**config.mk**
```make
export PLATFORM = sky130hd
export DESIGN_NAME = ifu_fetch_buffer
export DESIGN_NICKNAME = d
export VERILOG_FILES = /design/src/rtl/ifu_fetch_buffer_pkg.sv /design/src/rtl/ifu_fetch_buffer_fifo.sv /design/src/rtl/ifu_fetch_buffer.sv
export SDC_FILE = /design/constraint.sdc
export NUM_CORES = 1
export LEC_CHECK = 0
export ABC_AREA = 1
export BUFFER_PORTS_ARGS = -buffer_cell sky130_fd_sc_hd__buf_2
export CAP_MARGIN = 5
export CELL_PAD_IN_SITES_DETAIL_PLACEMENT = 2
export CELL_PAD_IN_SITES_GLOBAL_PLACEMENT = 2
export CORE_MARGIN = 5
export CORE_UTILIZATION = 31
export CTS_CLUSTER_DIAMETER = 40
export DETAILED_ROUTE_END_ITERATION = 10
export PLACE_DENSITY_LB_ADDON = 0.1
export SLEW_MARGIN = 20
export SYNTH_ARGS = -nofsm -noshare
export SYNTH_HDL_FRONTEND = slang
export SYNTH_SLANG_ARGS = --single-unit
```
**constraint.sdc**
```tcl
create_clock -name clk -period 3.62 [get_ports clk]
set_clock_uncertainty 0.05 [all_clocks]
set_input_delay 0.181 -clock clk [delete_from_list [all_inputs] [get_ports clk]]
set_output_delay 0.181 -clock clk [all_outputs]
set_load 0.03 [all_outputs]
```
**src/rtl/ifu_fetch_buffer_pkg.sv**
```systemverilog
// Shared widths, reset vector and redirect-source encoding for the fetch buffer.
// The redirect select helper encodes the LS > EX > ID priority in one place.
package ifu_fetch_buffer_pkg;

    localparam int unsigned PC_W   = 32;
    localparam int unsigned INST_W = 32;

    localparam logic [PC_W-1:0] RESET_PC = 32'h8000_0000;

    typedef enum logic [1:0] {
        RedirNone = 2'd0,
        RedirId   = 2'd1,
        RedirEx   = 2'd2,
        RedirLs   = 2'd3
    } redir_src_e;

    // Oldest stage wins: its redirect supersedes anything younger stages computed.
    function automatic redir_src_e redir_select(input logic ls, input logic ie, input logic id);
        if (ls) begin
            return RedirLs;
        end else if (ie) begin
            return RedirEx;
        end else if (id) begin
            return RedirId;
        end
        return RedirNone;
    endfunction

endpackage

```
**src/rtl/ifu_fetch_buffer_fifo.sv**
```systemverilog
// Parameterised synchronous FIFO with flush; pointers carry one extra wrap bit.
// Used both for the issued-PC queue and for the {pc, inst} instruction queue.
module ifu_fetch_buffer_fifo #(
    parameter int unsigned DEPTH = 2,
    parameter int unsigned WIDTH = 32
) (
    input  logic                     clk,
    input  logic                     rst,
    input  logic                     push,
    input  logic [WIDTH-1:0]         wdata,
    input  logic                     pop,
    input  logic                     flush,
    output logic [WIDTH-1:0]         rdata,
    output logic                     full,
    output logic                     empty,
    output logic [$clog2(DEPTH):0]   count
);

    localparam int unsigned AW = $clog2(DEPTH);
    localparam logic [AW:0] PtrOne   = (AW+1)'(1);
    localparam logic [AW:0] DepthCnt = (AW+1)'(DEPTH);

    logic [WIDTH-1:0] mem_q [DEPTH];
    logic [AW:0]      wr_ptr_q;
    logic [AW:0]      rd_ptr_q;
    logic             do_push;
    logic             do_pop;

    always_comb begin
        count   = wr_ptr_q - rd_ptr_q;
        empty   = (count == '0);
        full    = (count == DepthCnt);
        do_pop  = pop && !empty;
        // A full queue still accepts a push when the head leaves in the same cycle.
        do_push = push && (!full || do_pop);
        rdata   = mem_q[rd_ptr_q[AW-1:0]];
    end

    always_ff @(posedge clk) begin
        if (rst) begin
            wr_ptr_q <= '0;
            rd_ptr_q <= '0;
            for (int i = 0; i < DEPTH; i++) begin
                mem_q[i] <= '0;
            end
        end else if (flush) begin
            wr_ptr_q <= '0;
            rd_ptr_q <= '0;
        end else begin
            if (do_push) begin
                mem_q[wr_ptr_q[AW-1:0]] <= wdata;
                wr_ptr_q                <= wr_ptr_q + PtrOne;
            end
            if (do_pop) begin
                rd_ptr_q <= rd_ptr_q + PtrOne;
            end
        end
    end

    always_ff @(posedge clk) begin
        if (!rst && !flush) begin
            assert (!(push && full && !pop));
        end
    end

endmodule

```
**src/rtl/ifu_fetch_buffer.sv**
```systemverilog
// Instruction-fetch front end: credit-limited pipelined fetch into a small FIFO,
// with LS/EX/ID redirects and dropping of responses that belong to a squashed path.
module ifu_fetch_buffer
    import ifu_fetch_buffer_pkg::*;
#(
    parameter int unsigned     XLEN     = PC_W,
    parameter logic [XLEN-1:0] RESET_PC = ifu_fetch_buffer_pkg::RESET_PC,
    parameter int unsigned     DEPTH    = 2
) (
    input  logic            clk,
    input  logic            rst,
    input  logic            id_pc_jump,
    input  logic [XLEN-1:0] id_pc_i,
    input  logic            ie_pc_jump,
    input  logic [XLEN-1:0] ie_pc_i,
    input  logic            ls_pc_jump,
    input  logic [XLEN-1:0] ls_pc_i,
    input  logic            id_ready,
    output logic            if_valid,
    output logic [XLEN-1:0] inst_o,
    output logic [XLEN-1:0] pc_o,
    output logic            imem_req_valid,
    input  logic            imem_req_ready,
    output logic [XLEN-1:0] imem_req_addr,
    input  logic            imem_rsp_valid,
    input  logic [XLEN-1:0] imem_rsp_data
);

    localparam int unsigned CW = $clog2(DEPTH) + 1;
    localparam logic [CW:0] DepthWide = (CW+1)'(DEPTH);
    localparam logic [CW-1:0] CntOne  = CW'(1);

    redir_src_e      redir_src;
    logic            redirect;
    logic [XLEN-1:0] target_raw;
    logic [XLEN-1:0] redir_target;

    logic [XLEN-1:0] fetch_pc_q, fetch_pc_d;
    logic [CW-1:0]   outstanding_q, outstanding_d;
    logic [CW-1:0]   drop_cnt_q, drop_cnt_d;

    logic            issue;
    logic            rsp_keep;
    logic            rsp_drop;
    logic            pop;

    logic [XLEN-1:0] rsp_pc;
    logic            pcq_full, pcq_empty;
    logic [CW-1:0]   pcq_count;
    logic            inst_full, inst_empty;
    logic [CW-1:0]   occupancy;

    always_comb begin
        redir_src = redir_select(ls_pc_jump, ie_pc_jump, id_pc_jump);
        redirect  = (redir_src != RedirNone);
        unique case (redir_src)
            RedirLs: target_raw = ls_pc_i;
            RedirEx: target_raw = ie_pc_i;
            RedirId: target_raw = id_pc_i;
            default: target_raw = '0;
        endcase
        redir_target = target_raw & ~XLEN'(3);
    end

    always_comb begin
        // Credits count both buffered entries and requests whose data is still coming.
        imem_req_valid = !rst && !redirect &&
                         (({1'b0, occupancy} + {1'b0, outstanding_q}) < DepthWide);
        imem_req_addr  = fetch_pc_q;
        issue          = imem_req_valid && imem_req_ready;

        rsp_keep = imem_rsp_valid && !redirect && (drop_cnt_q == '0);
        rsp_drop = imem_rsp_valid && !redirect && (drop_cnt_q != '0);

        if_valid = !rst && !inst_empty && !redirect;
        pop      = if_valid && id_ready;
    end

    always_comb begin
        fetch_pc_d    = fetch_pc_q;
        outstanding_d = outstanding_q;
        drop_cnt_d    = drop_cnt_q;
        if (redirect) begin
            // Everything still in flight belongs to the squashed path.
            fetch_pc_d    = redir_target;
            outstanding_d = '0;
            drop_cnt_d    = drop_cnt_q + outstanding_q - CW'(imem_rsp_valid);
        end else begin
            if (issue) begin
                fetch_pc_d = fetch_pc_q + XLEN'(4);
            end
            outstanding_d = outstanding_q + CW'(issue) - CW'(rsp_keep);
            if (rsp_drop) begin
                drop_cnt_d = drop_cnt_q - CntOne;
            end
        end
    end

    always_ff @(posedge clk) begin
        if (rst) begin
            fetch_pc_q    <= RESET_PC;
            outstanding_q <= '0;
            drop_cnt_q    <= '0;
        end else begin
            fetch_pc_q    <= fetch_pc_d;
            outstanding_q <= outstanding_d;
            drop_cnt_q    <= drop_cnt_d;
        end
    end

    ifu_fetch_buffer_fifo #(
        .DEPTH (DEPTH),
        .WIDTH (XLEN)
    ) u_pc_queue (
        .clk   (clk),
        .rst   (rst),
        .push  (issue),
        .wdata (fetch_pc_q),
        .pop   (rsp_keep),
        .flush (redirect),
        .rdata (rsp_pc),
        .full  (pcq_full),
        .empty (pcq_empty),
        .count (pcq_count)
    );

    ifu_fetch_buffer_fifo #(
        .DEPTH (DEPTH),
        .WIDTH (2 * XLEN)
    ) u_inst_queue (
        .clk   (clk),
        .rst   (rst),
        .push  (rsp_keep),
        .wdata ({rsp_pc, imem_rsp_data}),
        .pop   (pop),
        .flush (redirect),
        .rdata ({pc_o, inst_o}),
        .full  (inst_full),
        .empty (inst_empty),
        .count (occupancy)
    );

    // The PC queue mirrors the outstanding counter; any divergence is a credit bug.
    always_ff @(posedge clk) begin
        if (!rst) begin
            assert (pcq_count == outstanding_q);
            assert (!(rsp_keep && pcq_empty));
            assert (!(issue && pcq_full));
            assert (!(rsp_keep && inst_full && !pop));
        end
    end

endmodule

```
=== Word-level counts from Yosys, hierarchy flattened ===
Memories as Yosys holds them, arrays and structs flattened. A register that Yosys moved wholly into a read port is not among the register bits.
Cells that the tools add are included.

* Memories kept: 2
* Register bits: 44
* Output and inout bits: 98
* RAM bits: 192
* Word-level logic and storage cells: 92
* Bits of input ports: 136

* Reductions and logical operators: 31
* $lt $le $gt $ge: 1
* Equality and inequality tests: 5
* Mux-type cells: 32
* $add $sub $neg: 13

{| class="wikitable"
|+ Memories
! name !! depth !! bits a word !! rd ports !! clocked after memory_dff !! wr ports !! line !! source
|-
| u_inst_queue.mem_q || 2 || 64 || 1 || 1 || 2 || ifu_fetch_buffer_fifo.sv:23 || <nowiki>logic [WIDTH-1:0] mem_q [DEPTH];</nowiki>
|-
| u_pc_queue.mem_q || 2 || 32 || 1 || 1 || 2 || ifu_fetch_buffer_fifo.sv:23 ||
|}

{| class="wikitable"
|+ Operators with widths
! kind !! count
|-
| 2-to-1 mux 32 bit || 3
|-
| case mux 32 bit (3 select lines) || 1
|-
| 2-to-1 mux 64 bit || 1
|-
| OR reduction 64 bit || 1
|-
| adder 32 x 3 -> 32 bit, second input constant || 1
|-
| OR reduction 32 bit || 1
|-
| 2-to-1 mux 1 bit || 21
|-
| logical AND 1 bit || 13
|-
| 2-to-1 mux 2 bit || 6
|-
| adder 2 x 1 -> 2 bit, second input constant || 4
|-
| equality test 2 bit, second input constant || 4
|-
| nonzero test 2 bit || 4
|-
| zero test 1 bit || 6
|-
| zero test 2 bit || 3
|-
| subtractor 2 x 1 -> 2 bit || 2
|-
| subtractor 2 bit || 2
|-
| adder 2 x 2 -> 3 bit || 1
|-
| < comparator 3 x 2 -> 1 bit, second input constant || 1
|-
| adder 2 x 1 -> 2 bit || 1
|-
| adder 2 bit || 1
|-
| equality test 2 x 1 -> 1 bit, second input constant || 1
|-
| logical OR 1 bit || 2
|-
| OR reduction 2 bit || 1
|-
| subtractor 2 x 1 -> 2 bit, second input constant || 1
|}

=== Logic depth before layout (Yosys ltp) ===
* Word-level depth: 17
* Depth in mapped cells: 17
* Gate-level depth less buffers: 17

=== By module ===
From an unflattened synthesis, not the netlist that was laid out.

* Cells, all modules: 1,229
* Area total of the unflattened synthesis: 12,090.3 um^2

{| class="wikitable"
|+ Modules (own cells, without submodules)
! module !! cells an instance !! times used !! seq. area each (um^2) !! area each (um^2)
|-
| ifu_fetch_buffer_fifo at u_inst_queue || 449 || 1 || 3,943.8 || 5,968.2
|-
| ifu_fetch_buffer_fifo at u_pc_queue || 246 || 1 || 2,021.9 || 3,113.0
|-
| ifu_fetch_buffer || 534 || 1 || 680.7 || 3,009.1
|}

=== Least setup slack after synthesis ===
OpenSTA, ideal clock, no wires.

* Path type: register to register
* Start: reg u_inst_queue.wr_ptr_q[0]
* End: mem u_pc_queue.mem_q[0][10] (enable)
* Arrival time: 3.048 ns
* Data required time: 3.183 ns
* Stages on the path, launching flop included: 15
* Clock period less this slack: 3.485 ns
* Library setup time: 0.387 ns
* Setup slack: 0.135 ns
* Buffers on the path: 1
* Cells stage by stage: dfxtp_1 inv_1 ha_1 inv_1 nand2_1 nand3_1 nand2_1 fa_1 nand2_1 nor2_4 nand2_1 nor2_4 nand2_1 buf_2 nand2_1

{| class="wikitable"
|+ RTL lines
! element !! line !! source
|-
| start: declaration || ifu_fetch_buffer_fifo.sv:24 || <nowiki>logic [AW:0] wr_ptr_q;</nowiki>
|-
| start signal: assignment || ifu_fetch_buffer_fifo.sv:52 || <nowiki>wr_ptr_q <= wr_ptr_q + PtrOne;</nowiki>
|-
| end: declaration || ifu_fetch_buffer_fifo.sv:23 ||
|}

=== Worst setup path after layout ===
* Start: reg u_inst_queue.wr_ptr_q[0]
* End: reg fetch_pc_q[13], in the netlist imem_req_addr[13]

* Word-level cells in the longest chain between the ends: 6

{| class="wikitable"
|+ RTL lines
! element !! line !! source
|-
| subtractor 2 bit || ifu_fetch_buffer_fifo.sv:30 || <nowiki>count = wr_ptr_q - rd_ptr_q;</nowiki>
|-
| adder 2 x 2 -> 3 bit || ifu_fetch_buffer.sv:68 || <nowiki>(({1'b0, occupancy} + {1'b0, outstanding_q}) < DepthWide);</nowiki>
|-
| < comparator 3 x 2 -> 1 bit || ifu_fetch_buffer.sv:68 ||
|-
| logical AND 1 bit || ifu_fetch_buffer.sv:67 || <nowiki>imem_req_valid = !rst && !redirect &&</nowiki>
|-
| logical AND 1 bit || ifu_fetch_buffer.sv:70 || <nowiki>issue = imem_req_valid && imem_req_ready;</nowiki>
|-
| nonzero test 2 bit (no line) || -- ||
|-
| end signal: assignment || ifu_fetch_buffer.sv:105 || <nowiki>fetch_pc_q <= fetch_pc_d;</nowiki>
|-
| end: declaration || ifu_fetch_buffer.sv:38 || <nowiki>logic [XLEN-1:0] fetch_pc_q, fetch_pc_d;</nowiki>
|}

No other way between the ends.
A chain may end at the register's enable or synchronous reset.

==> results.yml <==
route:
  wl_per_cell_microns: 18.06
  final_antenna_net_count: 0
  drt_pass1_iterations: 4
  drtIter0Drc: 213
  viasPerCell: 4.641
  wl_met3_microns: 2154
  dr.max_layer_used: "met4"
  drc: 0
  route.vias.total: 8869
  wl_met2_microns: 16730
  drt-total-wl_microns: 34510
  wl_met1_microns: 14920
cts:
  cts_tree: "yes"
  worstSkewPairLatency_ps: 530
  path_clk_slew_ps: 60
  cts_buffers: 39
  clock-sinks: 228
  cts_root_buf: "clkbuf_16"
  htree_levels: 2
  clockBufferDepth: 3
sta:
  slew_violations: 0
  post-route-period-util: 0.9159
  rsz0062_at_grt: "no"
  relSlewSlack: 0.3914
  fin_crit_ps: 3316
  setup_tns_ps: 0
  holdWs_ps: 30.57
  hold_viol_final: 0
  finalSetupViolCount: 0
  max_freq_mhz: 301.6
  tightest_slew_ps: 911.8
placed_design:
  io_buffers: 223
  placed_cell_area_sq_um: 12670
  dpl.hpwl_microns: 23600
  gp_congestion: 0.7296
hold_path:
  holdPathEnd: "imem_req_addr[2]"
  hold_path.startpoint: "ie_pc_i[2]"
  min_path_type: "in2reg"
  whs_path_depth: 5
global_routing:
  grt-ovfl-total: 0
  grt_max_degree: 63
  grt_pass1_wl_microns: 53980
  grt_usage: 0.1727
  grt_pass1_vias: 10000
  grt_antenna_before_repair: 0
cells_and_area:
  nNetsFinal: 1566
  multi_input_area_sq_um: 3974
  n_antenna_cell: 0
  final_common_cell: "nor2_1"
  fill_cells: 3862
  final_layout_size_suffix_gt1_frac: 0.2676
  final_cell_area_sq_um: 14870
  most-common-layout-cells: "nor2_1, buf_2, nand2_1"
  seq_area_sq_um: 6407
  syn_to_final_growth_pct: 34.52
synthesis:
  netlist_instances: 1108
  synth.cell_area_sq_um: 11060
  yosysWarnings: 0
  synth_seq_cells: 228
  avgSynthCellArea_sq_um: 9.978
  synth_edf_count: 184
  yosys.cell_types.count: 41
  ys_seq_area_frac: 0.5794
  async_flop_share: 0
  ys.flop_type: "edfxtp_1"
floorplanning:
  die_h_microns: 198.8
  start_util: 0.3123
  die_w_microns: 198.8
  core_sq_um: 35400
  num_rows: 69
  dieArea_sq_um: 39540
  io_pins: 234
critical_path:
  critPathKind: "reg2reg"
  r2r_start: "u_inst_queue.wr_ptr_q[0]"
  critPathArrivalTime_ps: 3680
  critPathCaptureType: "flop"
  cp_data_required_time_ps: 3980
  regToRegSetupSlack_ps: 300
  rr_worst_depth: 14
  start_kind: "flop"
  crit_fanout: 26
  timing.rr.end: "imem_req_addr[13]"
flow_run:
  cap_violations: 0
pwr:
  leakage_nw: 6.221
  ir_drop_v: 0.0002583
  power_density_nw_per_um2: 512.3
outcome:
  status: "finished clean"
==> registers in the layout, indices dropped and copies added, names as in the netlist, named ones only <==
signal	cells
u_pc_queue.rd_ptr_q	2
imem_req_addr	30
u_pc_queue.mem_q	60
u_inst_queue.mem_q	124
drop_cnt_q	2
u_pc_queue.wr_ptr_q	2
u_inst_queue.rd_ptr_q	2
outstanding_q	2
u_inst_queue.wr_ptr_q	2
==> Yosys cell counts (3+ instances only) <==
cell / count / area [sq um]
nor2_1: 226 / 848.3
nand2_1: 205 / 769.5
edfxtp_1: 184 / 5525
inv_1: 99 / 371.6
mux2_2: 62 / 698.2
a21oi_1: 51 / 255.2
dfxtp_1: 44 / 880.8
o21ai_0: 39 / 195.2
nand3_1: 32 / 160.2
mux2i_1: 30 / 300.3
clkbuf_1: 24 / 90.09
a211oi_1: 17 / 127.6
xor2_1: 12 / 105.1
buf_6: 11 / 123.9
buf_2: 9 / 45.04
ha_1: 7 / 87.58
a31oi_1: 6 / 37.54
buf_4: 6 / 45.04
nor3_1: 5 / 25.02
xnor2_1: 5 / 43.79
nor2_2: 4 / 25.02
nor2_4: 4 / 45.04
buf_1: 3 / 11.26
nand4_1: 3 / 18.77
==> cell families after synthesis <==
kind of cell,Yosys count,share of synthesized area
AOI/OAI and AO/OA,121,0.06383
and+or+nand+nor,487,0.1798
adders and majority gates,8,0.009733
muxes,92,0.09031
xor gates and xnor gates,17,0.01347
DFF,228,0.5794
other,1,0.0003392
buffers and inverters,154,0.06304
==> where the power goes <==
group          total, mW  leakage [nW]  internal [mW]  switching [mW]
clock network       3.91         0.668           2.58            1.33
registers           3.01          2.26           2.94          0.0720
logic              0.697          3.30          0.269           0.429
==> final cells by class <==
| cell class | count | share of cell area |
|---|---|---|
| sequential | 228 | 0.4308 |
| multi-input combinational | 729 | 0.2672 |
| inverter | 101 | 0.02566 |
| clock buffer | 42 | 0.06924 |
| timing repair buffer | 323 | 0.1442 |
| tap | 461 | 0.03879 |
| clock inverter | 27 | 0.02406 |
==> timing repair <==
action | in CTS | in global routing
buffers inserted | 0 | 0
hold buffers | 81 | 0
gates resized for setup | 0 | 0
endpoints found under the hold margin | 97 | 0
==> per-stage QoR <==
step	util	power [mW]	worst slack [ps]	instances
final	0.4201	7.619	304.5	1911
after global routing	0.4201	7.927	42.71	1911
after CTS	0.4201	7.739	319.3	1911
after detailed placement	0.3580	3.684	464.3	1761
after global placement	0.3580	3.663	516.1	1761
after floorplan	-	3.414	134.7	1111
==> routing by layer <==
metal	global-route usage	vias up
li1	-	4331
met1	0.2127	4263
met2	0.3014	226
met3	0.04658	49
met4	0.04357	0
met5	0	-
==> critical path, cell delays in order, from the launching register on <==
cell and delay (ps):
dfxtp_1 450, inv_1 130, ha_1 210, inv_1 60, nand2_1 60, nand3_1 90, nand2_1 120, fa_1 530
nand2_1 110, inv_1 110, a31oi_4 80, buf_4 250, a211oi_1 250, dlygate4sd3_1 620, a21oi_1 70
==> how the worst max path moves through the flow <==
stage | startpoint | to | slack, ps | cells past startpoint
after floorplan | u_inst_queue.wr_ptr_q[0] | u_pc_queue.mem_q[0][10] | 130 | 14
after global placement | u_inst_queue.wr_ptr_q[0] | outstanding_q[1] | 520 | 16
after detailed placement | u_inst_queue.wr_ptr_q[0] | outstanding_q[1] | 460 | 16
after CTS | u_inst_queue.wr_ptr_q[0] | imem_req_addr[29] | 320 | 14
after global routing | u_inst_queue.wr_ptr_q[0] | imem_req_addr[13] | 40 | 14
final | u_inst_queue.wr_ptr_q[0] | imem_req_addr[13] | 300 | 14
Power figures use the tool's default switching activity.
